## src/rtl/sysid_wdog.sv

```systemverilog
// rtl/sysid_wdog.sv - saturating 8-bit stall counter that flags a read timeout
//
// Ports:
//   clk      rising-edge clock
//   reset_n  asynchronous active-low reset, clears the count
//   clr      synchronous clear (entry into a read state), wins over inc
//   inc      one stall cycle observed this cycle
//   limit    stall cycles allowed per read (1..255)
//   expired  this stall cycle is the limit-th one of the current read
module sysid_wdog (
    input  logic       clk,
    input  logic       reset_n,
    input  logic       clr,
    input  logic       inc,
    input  logic [7:0] limit,
    output logic       expired
);

    logic [7:0] count;
    logic [7:0] count_inc;

    // Saturate at limit so a long stall can never wrap back to zero.
    assign count_inc = (count == limit) ? count : count + 8'd1;

    // Count including the current stall cycle; the read is abandoned on the
    // limit-th stall so avm_read is high for exactly limit stalled cycles.
    assign expired = inc && (count_inc == limit);

    always_ff @(posedge clk or negedge reset_n) begin
        if (!reset_n) begin
            count <= 8'd0;
        end else if (clr) begin
            count <= 8'd0;
        end else if (inc) begin
            count <= count_inc;
        end
    end

endmodule

```

## config.mk

```make
export PLATFORM = sky130hd
export DESIGN_NAME = sysid_wdog
export DESIGN_NICKNAME = d
export VERILOG_FILES = /design/src/rtl/sysid_wdog.sv
export SDC_FILE = /design/constraint.sdc
export NUM_CORES = 1
export LEC_CHECK = 0
export CAP_MARGIN = 20
export CORE_UTILIZATION = 28
export DETAILED_ROUTE_END_ITERATION = 7
export GPL_TIMING_DRIVEN = 0
export PLACE_DENSITY_LB_ADDON = 0.3
export SETUP_SLACK_MARGIN = 0.1
export SLEW_MARGIN = 20
export SYNTH_ARGS = -nofsm -noshare
export SYNTH_HDL_FRONTEND = slang
export SYNTH_SLANG_ARGS = --single-unit
```

## constraint.sdc

```tcl
create_clock -name clk -period 6.2 [get_ports clk]
set_input_delay 1.24 -clock clk [delete_from_list [all_inputs] [get_ports clk]]
set_output_delay 1.24 -clock clk [all_outputs]
set_load 0.05 [all_outputs]
```

# After elaboration in Yosys (flattened, before gate mapping)
# Index checks and enable logic that the tools add are counted.
# Widths: inputs -> output; s select.
# word_totals
regBits	8
inputBits	12
word_cells	9
out_inout_bits	1
# op_classes
n_eq_ne	2
reduce_logical	2
n_mux	3
n_addsub	1
# ops
op	n
$mux 8	3
$eq 8x8->1	2
$add 8x1->8 const B	1
$reduce_bool 2->1	1
$logic_and 1x1->1	1

# Logic depth before layout (Yosys ltp)
# depth
depth_word	4
ltp_mapped	6
ltp_nobuf	6

# Least setup slack after synthesis
# Ideal clock, no wire load.
# synth_timing
path_kind	input to output
startpoint	in limit[7]
endpoint	out expired
setup_slack_ps	2173
n_path_buf	0
arrival_ps	2787
path_stages	4
required_ps	4960
cell_sequence	xnor2_2 nand4_1 or2_2 a221oi_2
# synth_via
elab_chain_len	4
# synth_lines
item	line_no	text
start: declaration	15	input logic [7:0] limit,
$eq 8x8->1	23	assign count_inc = (count == limit) ? count : count + 8'd1;
$mux 8	23	
$eq 8x8->1 *	27	assign expired = inc && (count_inc == limit);
$logic_and 1x1->1 *	27	
end: declaration	16	output logic expired
# Mark *: on every way between the ends. The rest lies on a longest branch, timed or not.

# Final worst setup path
# layout_timing
startpoint	in limit[5]
endpoint	out expired
# The elaborated chain is that of the path after synthesis.

==> results.md <==
Timing:
- The final count of pins violating max slew is 0.
- The total count of hold-check failures in the final report is 0.
- For the pin with the worst max-slew slack, the measured transition is 0.532 ns.
- The number of endpoints failing setup at the final stage is 0.
- The max-slew headroom at the worst pin is 63.6%.
- Setup repair after global routing left no endpoint under its margin.
- The achievable clock frequency is 0.200 GHz.
- The shortest clock period the worst path allows after layout is 5.01 ns.
- Setup total negative slack on the finished layout was measured at 0 ns.
- The final clock skew is 0.000972 ns.
- Of the available clock period, the critical path in the final layout requires 80.7%.

Worst setup path:
- The launch point of the critical path is limit[5].
- The nature of the critical path startpoint is an input port.
- The setup path with the least slack is of type input port to output port.
- The worst register-to-register path begins at count[2].
- In this run the register-to-register setup slack is 4.42 ns.
- The worst-case reg-to-reg path depth is 6.
- The required time reported for the critical path endpoint is 4.96 ns.
- The arrival time at the worst endpoint is 3.77 ns.
- The most critical setup path has its endpoint at expired.
- STA classifies the critical path endpoint as an output port.
- The worst register-to-register path ends at count[1].
- Along the worst path, the maximum fanout reaches 3.

Drt:
- Summed over all layers, the routed wires come to 1.58 mm.
- The remaining design rule violation count is 0.
- The routed layout has 634 vias.
- In this run the remaining antenna-violating nets after routing total 0.
- The number of search-and-repair iterations in the first detailed-routing pass is 4.
- The via count normalized by instance count is 5.20.
- The number of design-rule violations left by the first detailed-router iteration is 9.
- In the final routed layout, each cell accounts on average for 13.0 um.

Logic synthesis:
- The area share of the leading cell type in the synthesized netlist is 28.0%.
- Synthesis produced a netlist whose cell count is 80.
- The post-synthesis register bit count is 8.
- Among all flip-flop cells after synthesis, the most frequent one is sky130_fd_sc_hd__dfrtp_1.
- After synthesis, flip-flops and latches occupy 28.0% of the total area.
- When the netlist entered floorplanning its net count stood at 93.
- Synthesis instantiated 34 different standard cells from the library.
- Yosys attributes the largest share of cell area to sky130_fd_sc_hd__dfrtp_1, sky130_fd_sc_hd__xnor2_1, sky130_fd_sc_hd__xor2_1.
- The cell area that synthesis handed to floorplanning was 714 um^2.
- The number of flops mapped to enable cells by yosys is 0.
- Summed over all instances, the cell type with the most area after synthesis is sky130_fd_sc_hd__dfrtp_1.
- The mean instance size in the synthesized netlist is 8.93 um^2.
- The commonest cells after synthesis are sky130_fd_sc_hd__nor2_1, sky130_fd_sc_hd__xnor2_1, sky130_fd_sc_hd__dfrtp_1, sky130_fd_sc_hd__xor2_1.
- After synthesis, the share of flip-flops with an asynchronous set or reset is 100%.
- The number of warnings reported in the yosys synthesis log is 0.

Placement:
- The HPWL after detailed placement is 1.25 mm.
- Port buffering added 11 buffers.
- Routability-driven placement finished with a final weighted congestion of 0.762.

Finish:
- The register area is 200 um^2.
- Relative to the synthesized area, the layout overhead comes to 23.5%.
- The count of nets after finishing is 109.
- The number of fill cells in the layout is 248.
- The antenna cell count is 0.
- The multi-input combinational cells in the finished layout cover a total of 480 um^2.
- The largest registers in the layout are count (8).
- Counting flops per register, the top entry is count.
- The number of flip-flops under the largest register name is 8.
- In the final layout, the share of cells above drive strength 1 is 14.9%.

CTS:
- The deepest clock path buffer count is 2.
- TritonCTS built the clock tree.
- The quantity of gates resized following cts is 0.
- The clock root buffer master is sky130_fd_sc_hd__clkbuf_4.
- Post-CTS timing repair inserted 0 buffers for setup.
- For the worst-skew pair, the clock arrives at the later sink with an insertion delay of 0.25 ns.
- The clock slew seen by the registers of the worst setup and hold paths is 0.06 ns.
- The cts-stage hold buffer count is 0.
- The total clock buffers created by CTS is 3.
- The number of H-tree levels is 1.
- The number of clock sinks is 8.

Outcome:
- The flow ran to the end, and the final reports show no timing, DRC or antenna violations.

Job:
- The tool flagged a number of max-cap violations equal to 0.

Power and ir drop:
- The completed layout was analyzed and its total power is 0.125 mW.
- The total leakage power is 0.322 nW.
- The power density of the placed cells is 142 nW/um^2.
- The worst-case IR drop observed on VDD is 0.0784 mV.

Floorplan:
- From bottom edge to top edge, the die measures 52.5 um.
- Once the floorplan was initialized, standard cells occupied 31.1% of the core.
- The full die area is 2760 um^2.
- The placeable core area is 2300 um^2.
- The number of I/O pins is 13.
- After floorplanning, the core was divided into 17 placement rows.
- In this run the horizontal extent of the chip is 52.5 um.

Global route:
- Entering global routing, the biggest net connects 9 pins.
- The number of antenna violations at the first check in global routing is 0.
- The wire length of the first global-routing pass is 2.80 mm.
- The aggregate global-route resource usage is 14.2%.
- Global routing finished with a remaining overflow of 0.
- The via count of the first global-routing pass is 639.

Worst hold path:
- In this run the most critical hold path is launched from count[7].
- The tightest min-delay check is of the flip-flop to flip-flop type.
## power breakdown
part           total, mW  switching [mW]  internal [mW]
sequential        0.0561         0.00253         0.0536
clock             0.0412          0.0189         0.0222
combinational     0.0280          0.0140         0.0140
total              0.125          0.0355         0.0898
## logic make-up after synthesis
kind of cell             synth area share, %
flip-flops                              28.0
adder cells (fa/ha/maj)                 1.75
AO/OA/AOI/OAI                           18.9
AND/OR/NAND/NOR                         22.2
multiplexers                            1.40
XOR/XNOR                                22.9
buffers and inverters                   4.73
## stage by stage
step	worst slack [ns]	cell area, um^2	utilization, %	std cells	hold slack [ns]
after floorplan	2.17	714	-	80	0.566
after global placement	1.25	860	37.4	119	0.579
after detailed placement	1.23	860	37.4	119	0.608
after CTS	1.22	882	38.4	122	0.613
after global routing	1.04	882	38.4	122	0.653
final	1.19	882	38.4	122	0.599
## worst min-delay path by stage
stage,end,slack [ns],cells past startpoint
after floorplan,count[7],0.57,2
after global placement,count[7],0.58,2
after detailed placement,count[7],0.61,2
after CTS,count[7],0.61,2
after global routing,count[7],0.65,2
final,count[7],0.60,2
## cells in the final DEF (no fill, tap or decap), drive strengths merged, types with 4 or more instances in the layout
cell | synthesis | routed
clkdlybuf4s50 | 0 | 11
o21ai | 5 | 5
nor2 | 10 | 10
xnor2 | 11 | 11
a21oi | 4 | 4
o211ai | 4 | 4
nand2 | 4 | 4
dfrtp | 8 | 8
xor2 | 6 | 6
## worst max-delay path: stages
cell,delay (ns)
sky130_fd_sc_hd__clkdlybuf4s50_1,0.48
sky130_fd_sc_hd__xnor2_1,0.29
sky130_fd_sc_hd__o221ai_1,0.20
sky130_fd_sc_hd__or4_4,0.51
sky130_fd_sc_hd__a221oi_2,0.19
sky130_fd_sc_hd__clkdlybuf4s50_1,0.84
## layer usage
| layer | routed length, um | track usage, % | part of all wire, % | vias up |
|---|---|---|---|---|
| met5 | 0 | 0 | 0 | - |
| met1 | 801 | 19.7 | 51 | 297 |
| met3 | 59 | 1.74 | 3.7 | 2 |
| met2 | 710 | 21.1 | 45 | 12 |
| li1 | - | - | - | 323 |
| met4 | 12 | 7.89 | 0.76 | 0 |
## final cells by class
cell class | count | area share, %
clock buffer | 3 | 2.55
sequential | 8 | 22.7
inverter | 3 | 1.28
buffer | 3 | 2.55
tap | 28 | 3.97
timing repair buffer | 11 | 12.5
multi-input combinational | 66 | 54.5
Note: power is estimated with default switching activity, not from simulation.
